===== src/rtl/mem_port_arb_pkg.sv =====
// Shared types for the memory-port arbiter: FSM state encoding and owner tags.
package arb_pkg;
  typedef enum logic [1:0] {IDLE, ACCESS, RESP} state_t;
  localparam logic OWN_CORE = 1'b0;
  localparam logic OWN_LDR  = 1'b1;
endpackage


===== src/rtl/mem_port_arb_if.sv =====
// Bus bundle between the two requesters, the arbiter and the memory port.
interface mem_port_arb_if #(parameter int AW = 32, parameter int DW = 32);
  logic          c_req, c_we, c_gnt, c_rvalid;
  logic [AW-1:0] c_addr;
  logic [DW-1:0] c_wdata;
  logic          d_req, d_we, d_gnt, d_rvalid;
  logic [AW-1:0] d_addr;
  logic [DW-1:0] d_wdata;
  logic [DW-1:0] rdata;
  logic          m_en, m_we;
  logic [AW-1:0] m_addr;
  logic [DW-1:0] m_wdata, m_rdata;

  modport slave (
    input  c_req, c_we, c_addr, c_wdata, d_req, d_we, d_addr, d_wdata, m_rdata,
    output c_gnt, c_rvalid, d_gnt, d_rvalid, rdata, m_en, m_we, m_addr, m_wdata
  );
  modport master (
    output c_req, c_we, c_addr, c_wdata, d_req, d_we, d_addr, d_wdata, m_rdata,
    input  c_gnt, c_rvalid, d_gnt, d_rvalid, rdata, m_en, m_we, m_addr, m_wdata
  );
endinterface


===== src/rtl/mem_port_arb_starve_cnt.sv =====
// Saturating counter of consecutive core grants taken while the loader waits.
module arb_starve_cnt #(
  parameter int MAX = 4
) (
  input  logic clk,
  input  logic rst,
  input  logic inc,
  input  logic clr,
  output logic at_max
);
  localparam int CW = $clog2(MAX + 1);
  logic [CW-1:0] cnt;

  always_ff @(posedge clk or negedge rst) begin
    if (!rst)                      cnt <= '0;
    else if (clr)                  cnt <= '0;
    else if (inc && !at_max)       cnt <= cnt + 1'b1;
  end

  assign at_max = (cnt == CW'(MAX));
endmodule


===== src/rtl/mem_port_arb.sv =====
// Core/loader arbiter for the single memory port: grant, fixed-latency access, response.
module mem_port_arb
  import arb_pkg::*;
#(
  parameter int AW         = 32,
  parameter int DW         = 32,
  parameter int MEM_LAT    = 1,
  parameter int STARVE_MAX = 4
) (
  input  logic           clk,
  input  logic           rst,
  mem_port_arb_if.slave  bus
);
  localparam int LW = $clog2(MEM_LAT + 1);

  state_t        state, nxt;
  logic [LW-1:0] lat_cnt;
  logic          own, cap_we, starve_max, pick_d, grant, last, sel_we;
  logic          m_en_q, m_we_q, c_rv_q, d_rv_q;
  logic [AW-1:0] m_addr_q;
  logic [DW-1:0] m_wdata_q, rdata_q;

  always_comb begin
    pick_d = bus.d_req && (!bus.c_req || starve_max);
    // gated by rst so grants stay low while the block is held in reset
    grant  = rst && (state == IDLE) && (bus.c_req || bus.d_req);
    sel_we = pick_d ? bus.d_we : bus.c_we;
    last   = (lat_cnt == LW'(MEM_LAT - 1));
    nxt    = state;
    case (state)
      IDLE:    if (grant) nxt = ACCESS;
      ACCESS:  if (last)  nxt = RESP;
      RESP:    nxt = IDLE;
      default: nxt = IDLE;
    endcase
  end

  always_ff @(posedge clk or negedge rst) begin
    if (!rst) begin
      state     <= IDLE;
      lat_cnt   <= '0;
      own       <= OWN_CORE;
      cap_we    <= 1'b0;
      m_addr_q  <= '0;
      m_wdata_q <= '0;
      rdata_q   <= '0;
      m_en_q    <= 1'b0;
      m_we_q    <= 1'b0;
      c_rv_q    <= 1'b0;
      d_rv_q    <= 1'b0;
    end else begin
      state   <= nxt;
      lat_cnt <= (state == ACCESS && !last) ? lat_cnt + 1'b1 : '0;
      if (grant) begin
        own       <= pick_d ? OWN_LDR : OWN_CORE;
        cap_we    <= sel_we;
        m_addr_q  <= pick_d ? bus.d_addr  : bus.c_addr;
        m_wdata_q <= pick_d ? bus.d_wdata : bus.c_wdata;
      end
      if (state == ACCESS && last && !cap_we) rdata_q <= bus.m_rdata;
      m_en_q <= (nxt == ACCESS);
      m_we_q <= (nxt == ACCESS) && (grant ? sel_we : cap_we);
      c_rv_q <= (nxt == RESP) && (own == OWN_CORE);
      d_rv_q <= (nxt == RESP) && (own == OWN_LDR);
    end
  end

  arb_starve_cnt #(.MAX(STARVE_MAX)) u_starve (
    .clk    (clk),
    .rst    (rst),
    .inc    (grant && !pick_d && bus.d_req),
    .clr    ((grant && pick_d) || (state == IDLE && !bus.d_req)),
    .at_max (starve_max)
  );

  assign bus.c_gnt    = grant && !pick_d;
  assign bus.d_gnt    = grant && pick_d;
  assign bus.c_rvalid = c_rv_q;
  assign bus.d_rvalid = d_rv_q;
  assign bus.rdata    = rdata_q;
  assign bus.m_en     = m_en_q;
  assign bus.m_we     = m_we_q;
  assign bus.m_addr   = m_addr_q;
  assign bus.m_wdata  = m_wdata_q;
endmodule


===== src/flat_wrapper.sv =====
// flat-port wrapper written by rule: the top's interface ports become plain ports
module mem_port_arb_flat import arb_pkg::*;
#(
  parameter int AW         = 32,
  parameter int DW         = 32,
  parameter int MEM_LAT    = 1,
  parameter int STARVE_MAX = 4
)
  (clk, rst, bus_c_req, bus_c_we, bus_c_addr, bus_c_wdata, bus_d_req, bus_d_we, bus_d_addr, bus_d_wdata, bus_m_rdata, bus_c_gnt, bus_c_rvalid, bus_d_gnt, bus_d_rvalid, bus_rdata, bus_m_en, bus_m_we, bus_m_addr, bus_m_wdata);
  mem_port_arb_if #(.AW(AW), .DW(DW)) bus_i ();
  input  logic clk;
  input  logic rst;
  input wire logic [$bits(bus_i.c_req)-1:0] bus_c_req;
  input wire logic [$bits(bus_i.c_we)-1:0] bus_c_we;
  input wire logic [$bits(bus_i.c_addr)-1:0] bus_c_addr;
  input wire logic [$bits(bus_i.c_wdata)-1:0] bus_c_wdata;
  input wire logic [$bits(bus_i.d_req)-1:0] bus_d_req;
  input wire logic [$bits(bus_i.d_we)-1:0] bus_d_we;
  input wire logic [$bits(bus_i.d_addr)-1:0] bus_d_addr;
  input wire logic [$bits(bus_i.d_wdata)-1:0] bus_d_wdata;
  input wire logic [$bits(bus_i.m_rdata)-1:0] bus_m_rdata;
  output wire logic [$bits(bus_i.c_gnt)-1:0] bus_c_gnt;
  output wire logic [$bits(bus_i.c_rvalid)-1:0] bus_c_rvalid;
  output wire logic [$bits(bus_i.d_gnt)-1:0] bus_d_gnt;
  output wire logic [$bits(bus_i.d_rvalid)-1:0] bus_d_rvalid;
  output wire logic [$bits(bus_i.rdata)-1:0] bus_rdata;
  output wire logic [$bits(bus_i.m_en)-1:0] bus_m_en;
  output wire logic [$bits(bus_i.m_we)-1:0] bus_m_we;
  output wire logic [$bits(bus_i.m_addr)-1:0] bus_m_addr;
  output wire logic [$bits(bus_i.m_wdata)-1:0] bus_m_wdata;
  assign bus_i.c_req = bus_c_req;
  assign bus_i.c_we = bus_c_we;
  assign bus_i.c_addr = bus_c_addr;
  assign bus_i.c_wdata = bus_c_wdata;
  assign bus_i.d_req = bus_d_req;
  assign bus_i.d_we = bus_d_we;
  assign bus_i.d_addr = bus_d_addr;
  assign bus_i.d_wdata = bus_d_wdata;
  assign bus_i.m_rdata = bus_m_rdata;
  assign bus_c_gnt = bus_i.c_gnt;
  assign bus_c_rvalid = bus_i.c_rvalid;
  assign bus_d_gnt = bus_i.d_gnt;
  assign bus_d_rvalid = bus_i.d_rvalid;
  assign bus_rdata = bus_i.rdata;
  assign bus_m_en = bus_i.m_en;
  assign bus_m_we = bus_i.m_we;
  assign bus_m_addr = bus_i.m_addr;
  assign bus_m_wdata = bus_i.m_wdata;
  mem_port_arb #(.AW(AW), .DW(DW), .MEM_LAT(MEM_LAT), .STARVE_MAX(STARVE_MAX)) u_core (.clk(clk), .rst(rst), .bus(bus_i));
endmodule

===== config.mk =====
export PLATFORM = sky130hd
export DESIGN_NAME = mem_port_arb_flat
export DESIGN_NICKNAME = d
export VERILOG_FILES = /design/src/rtl/mem_port_arb_pkg.sv /design/src/rtl/mem_port_arb_if.sv /design/src/rtl/mem_port_arb_starve_cnt.sv /design/src/rtl/mem_port_arb.sv /design/src/flat_wrapper.sv
export SDC_FILE = /design/constraint.sdc
export NUM_CORES = 1
export LEC_CHECK = 0
export CAP_MARGIN = 15
export CORE_UTILIZATION = 41
export CTS_CLUSTER_DIAMETER = 100
export CTS_CLUSTER_SIZE = 14
export DETAILED_ROUTE_END_ITERATION = 10
export HOLD_SLACK_MARGIN = 0.03
export PLACE_DENSITY = 0.94
export SYNTH_ARGS = -nofsm -noshare
export SYNTH_HDL_FRONTEND = slang
export SYNTH_SLANG_ARGS = --single-unit

===== constraint.sdc =====
create_clock -name clk -period 2.66 [get_ports clk]
set_input_delay 0.798 -clock clk [delete_from_list [all_inputs] [get_ports clk]]
set_output_delay 0.798 -clock clk [all_outputs]
set_load 0.005 [all_outputs]

After elaboration in Yosys (flattened, before gate mapping)
Cells that the tools add are included.
- add/subtract/negate cells: 2
- eq/ne operators: 4
- muxes and demuxes: 11
- bitwise logic cells: 2
- reductions and logical operators: 24
- operators with widths (operator ; count):
    $mux W32 ; 2
    $logic_and A1 B1 Y1 ; 14
    $mux W3 ; 2
    $logic_not A1 Y1 ; 5
    $eq A2 B1 Y1 const B ; 2
    $mux W1 ; 4
    $mux W2 ; 2
    $pmux W2 S2 ; 1
    $add A3 B1 Y3 const B ; 1
    $eq A3 B3 Y1 const B ; 1
    $logic_or A1 B1 Y1 ; 3
    $eq A2 B2 Y1 const B ; 1
    $logic_not A2 Y1 ; 1
    $not A1 Y1 ; 2
    $reduce_bool A2 Y1 ; 1
    $add A1 B1 Y1 const B ; 1
- bits in registers: 108
- input port bits: 166
- output and inout bits: 102
- word-level logic and storage cells: 55

Depth between registers and ports, before layout
Gate-level depths: netlist of the first run.
- depth after elaboration: 9
- depth in mapped cells: 7
- gate-level depth less buffers: 5

Cells and area by module
Synthesis of the first run repeated with hierarchy kept, for this count alone.
- cells, all modules: 334
- area total of the unflattened synthesis: 4516.8 µm²
- by module, submodules not included (module ; instances ; cells an instance ; area an instance (µm²) ; seq. area each (µm²)):
    mem_port_arb ; 1 ; 316 ; 4319.1 ; 2627.5
    arb_starve_cnt ; 1 ; 18 ; 197.7 ; 75.1

Least setup slack after synthesis of the first run
Ideal clock, no wire load.
- path kind: input to output
- from: in rst
- to: out bus_c_gnt
- data arrival time: 1440 ps
- required time: 1862 ps
- slack: 422 ps
- cell stages on the path: 3
- path buffers: 1
- cell sequence: nor3b_4 > and3_1 > buf_2
- longest elaborated chain between the ends: 3
- RTL lines (what ; line ; source):
    start: declaration ; flat_wrapper.sv:12 ; input logic rst;
    $logic_and A1 B1 Y1 (2 in series) ; mem_port_arb.sv:26 ; grant = rst && (state == IDLE) && (bus.c_req || bus.d_req);
    $logic_and A1 B1 Y1 ; mem_port_arb.sv:76 ; assign bus.c_gnt = grant && !pick_d;
    end: declaration ; flat_wrapper.sv:22 ; output wire logic [$bits(bus_i.c_gnt)-1:0] bus_c_gnt;
No other way between the ends.

Worst setup path in the final report of the first run
- from: reg u_core.u_starve.cnt[0]
- to: out bus_c_gnt
- longest elaborated chain between the ends: 5
- RTL lines (what ; line ; source):
    start: declaration ; mem_port_arb_starve_cnt.sv:12 ; logic [CW-1:0] cnt;
    start signal: assignment ; mem_port_arb_starve_cnt.sv:17 ; else if (inc && !at_max) cnt <= cnt + 1'b1;
    $eq A3 B3 Y1 ; mem_port_arb_starve_cnt.sv:20 ; assign at_max = (cnt == CW'(MAX));
    $logic_or A1 B1 Y1 ; mem_port_arb.sv:24 ; pick_d = bus.d_req && (!bus.c_req || starve_max);
    $logic_and A1 B1 Y1 ; mem_port_arb.sv:24 ;
    $logic_not A1 Y1 ; mem_port_arb.sv:76 ;
    $logic_and A1 B1 Y1 ; mem_port_arb.sv:76 ;
No other way between the ends.

==> metrics.md, run 1 <==
| Metric | Value |
|---|---|
| Least-Margin Pin Slew | `718 ps` |
| I/O pin total | `268` |
| Residual DRC | `0` |
| Post-CTS Hold Buffers | `0` |
| Slew Viols, Final | `0` |
| HP Class | `flip-flop to flip-flop` |
| DP HPWL | `10600 µm` |
| CORE AREA | `0.0110 mm²` |
| Fmax | `0.408 GHz` |
| Vias per cell | `5.52` |
| Clock buffer depth | `2` |
| Final RePlAce weighted congestion | `0.841` |
| Max VDD drop | `0.556 mV` |
| Die footprint | `0.0119 mm²` |
| Critical path type | `flip-flop to primary output` |
| Postcts setup bufs | `0` |
| Status | `completed` |
| Reg power frac | `0.397` |
| Setup violators final | `0` |
| Syn_nets | `508` |
| Worst-path maximum fanout | `4` |
| DIE HEIGHT | `109 µm` |
| Crit path DAT | `1650 ps` |
| # port buffers | `267` |
| Std cell rows | `38` |
| Share of post-route cells with drive strength above 1 | `0.0580` |
| CP top delay family | `flip-flops` |
| Finished Core Util | `0.706` |
| Final Hold Viols | `0` |
| Tcrit/Tclk final | `0.921` |
| Switching share of power | `0.276` |
| Synthesis warning total | `0` |
| Clk network pwr share | `0.205` |
| Drt pass-1 iters | `4` |
| Post-synth EDFFs | `0` |
| Ys async rst share | `1.00` |
| Required time of the critical path | `1860 ps` |
| Latest clock arrival within the worst-skew pair | `330 ps` |
| P_int | `4.74 mW` |
| Largest net degree at the start of global routing | `72` |
| Critical path buffer and inverter count | `2` |
| Number of nets in the layout | `766` |
| CP max-delay cell | `dfrtp_1` |
| Total Wirelength | `14500 µm` |
| First-pass GRT wire length | `21900 µm` |
| Critical Path Start Type | `flip-flop` |
| Iter 0 DRT Violations | `189` |
| Synth Cell Area | `0.00468 mm²` |
| Via count | `4101` |
| Mapped Cells | `340` |
| RSZ-0062 raised after global routing | `no` |
| PwrDens | `844 mW/mm²` |
| Synth Flop Type | `dfrtp_1` |
| Initial core utilization | `0.426` |
| Clk sink count | `108` |
| Combinational power share | `0.397` |
| GRT Util Overall | `0.244` |
| H-tree Lvls | `3` |
| CP Capture Type | `primary output` |
| Lkg Pwr | `3.24 nW` |
| Distinct cells, synth | `33` |
| Antenna diode count | `0` |
| CTS tree | `yes` |
| FILL cells | `727` |
| Setup clock skew after layout | `7.63 ps` |
| Die Wd | `109 µm` |
| Post-DRT Antenna Nets | `0` |
| Tmin final | `2450 ps` |
| Register area share after synthesis | `0.577` |
| Vias in the first global route | `4261` |
| Inserted Clock Buffers | `9` |
| Post-synthesis area per instance | `13.8 µm²` |
| CTS clk-pin slew, worst paths | `70 ps` |
| Max-slew headroom | `0.522` |
| Crit-path cells | `inv_1 -> ha_1 -> nand3_1 -> and3_4 -> dlygate4sd2_1` |
| Gr ovfl total | `0` |
| Switching pwr | `1.81 mW` |
| P&R area growth vs syn | `65.6%` |
| Register bit total from synthesis | `108` |
| Worst hold margin | `455 ps` |
| Antenna violations before repair | `0` |
| CP max stage delay | `410 ps` |
| WL/cell | `19.5 µm` |
| Max-cap check violation count | `0` |
| CTS root buffer | `clkbuf_16` |
final timing paths:
| check | end | slack (ps) | depth (start not counted) | startpoint |
|---|---|---|---|---|
| setup / recovery | bus_c_gnt | 210 | 5 | u_core.u_starve.cnt[0] |
| hold / removal | u_core.bus.c_rvalid | 450 | 1 | u_core.own |
| setup reg to reg | u_core.bus.m_addr[12] | 620 | 4 | u_core.state[1] |
| hold reg to reg | u_core.bus.c_rvalid | 450 | 1 | u_core.own |
| max in group asynchronous | u_core.bus.m_addr[29] | 1540 | 2 | rst |
| min in group asynchronous | u_core.u_starve.cnt[1] | 510 | 2 | rst |
synth_stat cells (3+ instances only):
cell	count	area [µm²]
mux2_1	32	360
inv_1	5	18.8
dfrtp_1	108	2700
clkbuf_1	11	41.3
buf_2	8	40.0
buf_6	9	101
a21boi_1	16	120
a21boi_0	50	375
buf_4	4	30.0
nor2b_1	3	18.8
a221o_1	64	641
per-stage QoR:
stage               setup WS, ps  area [µm²]  TNS [ps]  total power [mW]  cells
global placement            -282        7440      -533              5.10    727
finish                       209        7760         0              6.55    743
global route                 165        7760         0              6.91    743
detailed placement          -306        7440      -568              5.24    727
floorplan                    422        4680         0              3.48    340
CTS                         36.6        7750         0              6.60    743
placed cells by master (no fill, tap or decap), types with 2 or more instances in the layout:
cell / instances
inv_6: 2
a21boi_1: 15
nand2_1: 2
dlygate4sd2_1: 2
nor2b_1: 3
o21ai_1: 2
a32o_1: 2
a221o_1: 64
inv_1: 5
ha_1: 2
mux2_1: 32
clkdlybuf4s50_1: 262
clkinv_4: 2
o31ai_1: 2
a21boi_0: 50
clkbuf_16: 9
dfrtp_1: 108
nand3_1: 2
buf_12: 2
buf_4: 11
logic make-up after synthesis:
family          after synthesis  share of synthesized area
flops                       108                      0.577
simple gates                 20                     0.0323
buf+inv                      37                     0.0494
compound gates              140                      0.258
fa+ha+maj                     2                    0.00534
mux                          32                     0.0769
other cells                   1                   0.000801
repair_timing:
| item | CTS | global route |
|---|---|---|
| resized for setup | 6 | 2 |
| setup endpoints to repair | 2 | 1 |
| pin swaps | 1 | 0 |
state kept, by name (all words and copies together) (netlist names):
signal and cells:
u_core.bus.c_rvalid 1, u_core.bus.m_addr 32, u_core.bus.rdata 32, u_core.bus.m_wdata 32, u_core.u_starve.cnt 3, u_core.bus.d_rvalid 1
u_core.bus.m_en 1, u_core.bus.m_we 1, u_core.own 1, u_core.lat_cnt 1, u_core.cap_we 1, u_core.state 2
metal layers:
layer,track usage,share of wire,up-vias
li1,-,-,1841
met1,0.276,0.38,2010
met2,0.444,0.52,231
met3,0.0550,0.080,19
met4,0.0936,0.020,0
met5,0,0,-
power by group through the flow:
stage | combinational [mW] | sequential [mW] | clock, mW
after global placement | 2.52 | 2.57 | 0
after global routing | 2.79 | 2.67 | 1.45
final | 2.60 | 2.60 | 1.34
after detailed placement | 2.62 | 2.62 | 0
after floorplan | 0.867 | 2.61 | 0
after CTS | 2.63 | 2.60 | 1.37
cell type report:
type	count	area [µm²]	area share
clock inverters	6	72.6	0.00936
inverters	5	18.8	0.00242
flip-flops and latches	108	2700	0.348
well taps	140	175	0.0226
repair buffers	279	2790	0.359
multi-input cells	195	1770	0.229
clock buffers	10	229	0.0295
No activity file was read; power rests on OpenSTA's default activity.
==> inputs of run 2 (changes only) <==
- CORE_UTILIZATION: 41 -> 43
- CTS_BUF_LIST: not set -> sky130_fd_sc_hd__clkbuf_4 sky130_fd_sc_hd__clkbuf_8
- PLACE_DENSITY: 0.94 -> 0.95
==> run 2 against run 1 <==
Core utilization increased by 1.8 points. Non-clock buffer count fell by 3. Cell count fell by 0.94%. First-iteration DRC count is 5.3% higher. Critical path type is now input pin to primary output.
==> metrics.md, run 2 (same netlist as run 1, synthesis figures left out) <==
| Metric | Value |
|---|---|
| Status | `completed` |
| # port buffers | `267` |
| Latest clock arrival within the worst-skew pair | `350 ps` |
| CTS clk-pin slew, worst paths | `100 ps` |
| Post-route cell area | `0.00758 mm²` |
| Drt pass-1 iters | `6` |
| CP max stage delay | `310 ps` |
| P_int | `4.34 mW` |
| Die footprint | `0.0113 mm²` |
| R2r setup slk | `570 ps` |
| Critical path type | `input pin to primary output` |
| Required time of the critical path | `1860 ps` |
| H-tree Lvls | `3` |
| Antenna violations before repair | `0` |
| TNS Setup | `0 ps` |
| CTS resizes | `7` |
| Vias in the first global route | `4428` |
| CORE AREA | `0.0105 mm²` |
| Worst r2r src | `u_core.state[1]` |
| Iter 0 DRT Violations | `199` |
| CTS tree | `yes` |
| Max-cap check violation count | `0` |
| Least-Margin Pin Slew | `874 ps` |
| Vias per cell | `5.52` |
| Tmin final | `2540 ps` |
| Final RePlAce weighted congestion | `0.820` |
| Final Hold Viols | `0` |
| Clock buffer depth | `2` |
| Residual DRC | `0` |
| Initial core utilization | `0.448` |
| P&R area growth vs syn | `61.8%` |
| Clk network pwr share | `0.148` |
| Critical path startpoint | `bus_d_req` |
| Postcts setup bufs | `0` |
| DP HPWL | `10700 µm` |
| RSZ-0062 raised after global routing | `no` |
| Critical Path Start Type | `input pin` |
| Clk sink count | `108` |
| Post-DRT Antenna Nets | `0` |
| WL/cell | `20.2 µm` |
| Max-slew headroom | `0.418` |
| Share of post-route cells with drive strength above 1 | `0.0550` |
| PwrDens | `803 mW/mm²` |
| CP max-delay cell | `dlygate4sd2_1` |
| Most frequent cells in the layout | `262 x clkdlybuf4s50_1, 108 x dfrtp_1, 64 x a221o_1, 50 x a21boi_0, 32 x mux2_1` |
| DIE HEIGHT | `106 µm` |
| Switching pwr | `1.75 mW` |
| Post-layout worst setup margin | `117 ps` |
| Fmax | `0.393 GHz` |
| HP Class | `input pin to asynchronous set/reset pin` |
| Via count | `4061` |
| Slew Viols, Final | `0` |
| Lkg Pwr | `3.16 nW` |
| Post-CTS Hold Buffers | `0` |
| First-pass GRT wire length | `22900 µm` |
| Critical path buffer and inverter count | `2` |
| Commonest non-fill, non-tap cell in the layout | `clkdlybuf4s50_1` |
| Number of nets in the layout | `763` |
| Tcrit/Tclk final | `0.956` |
| Combinational power share | `0.427` |
| Max VDD drop | `0.412 mV` |
| Worst-path maximum fanout | `6` |
| I/O pin total | `268` |
| Reg power frac | `0.426` |
| Area after DPL | `0.00740 mm²` |
| Gr ovfl total | `0` |
| CTS root buffer | `clkbuf_8` |
| Crit-path cells | `dlygate4sd2_1 -> nand4bb_1 -> nor2_4 -> dlygate4sd2_1` |
| Antenna diode count | `0` |
| CP Capture Type | `primary output` |
| Std cell rows | `37` |
| GRT Util Overall | `0.262` |
| Place WS | `-423 ps` |
| Switching share of power | `0.287` |
| Setup clock skew after layout | `15.9 ps` |
| Die Wd | `106 µm` |
| Worst path most repeated cell | `dlygate4sd2_1` |
| Total Wirelength | `14900 µm` |
| Setup violators final | `0` |
| CP top delay family | `buffers and inverters` |
| Crit path DAT | `1750 ps` |
| Inserted Clock Buffers | `9` |
| Largest net degree at the start of global routing | `72` |
run 2: changes by cell type in the layout (fill, tap and decap cells not counted), sizes merged:
cell	delta
buf	-3
dlygate4sd2	+2
dlymetal6s2s	-1
clkinvlp	-1
clkinv	+2
clkdlybuf4s15	-1
bufinv	-1
run 2: worst paths after layout:
kind,end,cells after the start
worst max-delay path,bus_d_gnt,4
worst min-delay path,u_core.u_starve.cnt[2],1
worst max register to register,u_core.cap_we,4
worst min register to register,u_core.bus.c_rvalid,1
max in group asynchronous,u_core.bus.m_wdata[18],3
min in group clk,u_core.bus.c_rvalid,1
run 2: worst register-to-register path: cells and delay by family, from the launching register on:
| family | cells | cell delay, ps |
|---|---|---|
| buffers and inverters | 1 | 600 |
| AOI/OAI and AO/OA | 1 | 230 |
| DFF | 1 | 500 |
| and+or+nand+nor | 2 | 650 |
run 2: metrics by stage:
step	util	hold WS (ps)	power, mW	instances
2_1_floorplan	-	418	3.48	340
3_3_place_gp	0.707	431	5.08	720
3_5_place_dp	0.707	439	5.22	720
4_1_cts	0.724	212	6.13	736
5_1_grt	0.724	192	6.42	736
6_report	0.724	231	6.09	736
run 2: final cells by class:
class                   count  area (µm²)
fillers                   709        2880
repair buffers            276        2750
flip-flops and latches    108        2700
multi-input cells         195        1770
well taps                 136         170
clock buffers              10         131
clock inverters             6        37.5
inverters                   5        18.8
run 2: per-layer routing:
metal,vias up,share of wire,global-route usage
li1,1830,-,-
met2,197,0.53,0.487
met4,0,0.016,0.0784
met3,20,0.068,0.0681
met5,-,0,0
met1,2014,0.39,0.291
run 2: power groups by stage:
stage / registers [mW] / logic [mW] / clock network, mW
floorplan: 2.61 / 0.867 / 0
global placement: 2.57 / 2.51 / 0
detailed placement: 2.61 / 2.61 / 0
CTS: 2.59 / 2.62 / 0.918
global route: 2.66 / 2.77 / 0.984
finish: 2.59 / 2.60 / 0.898
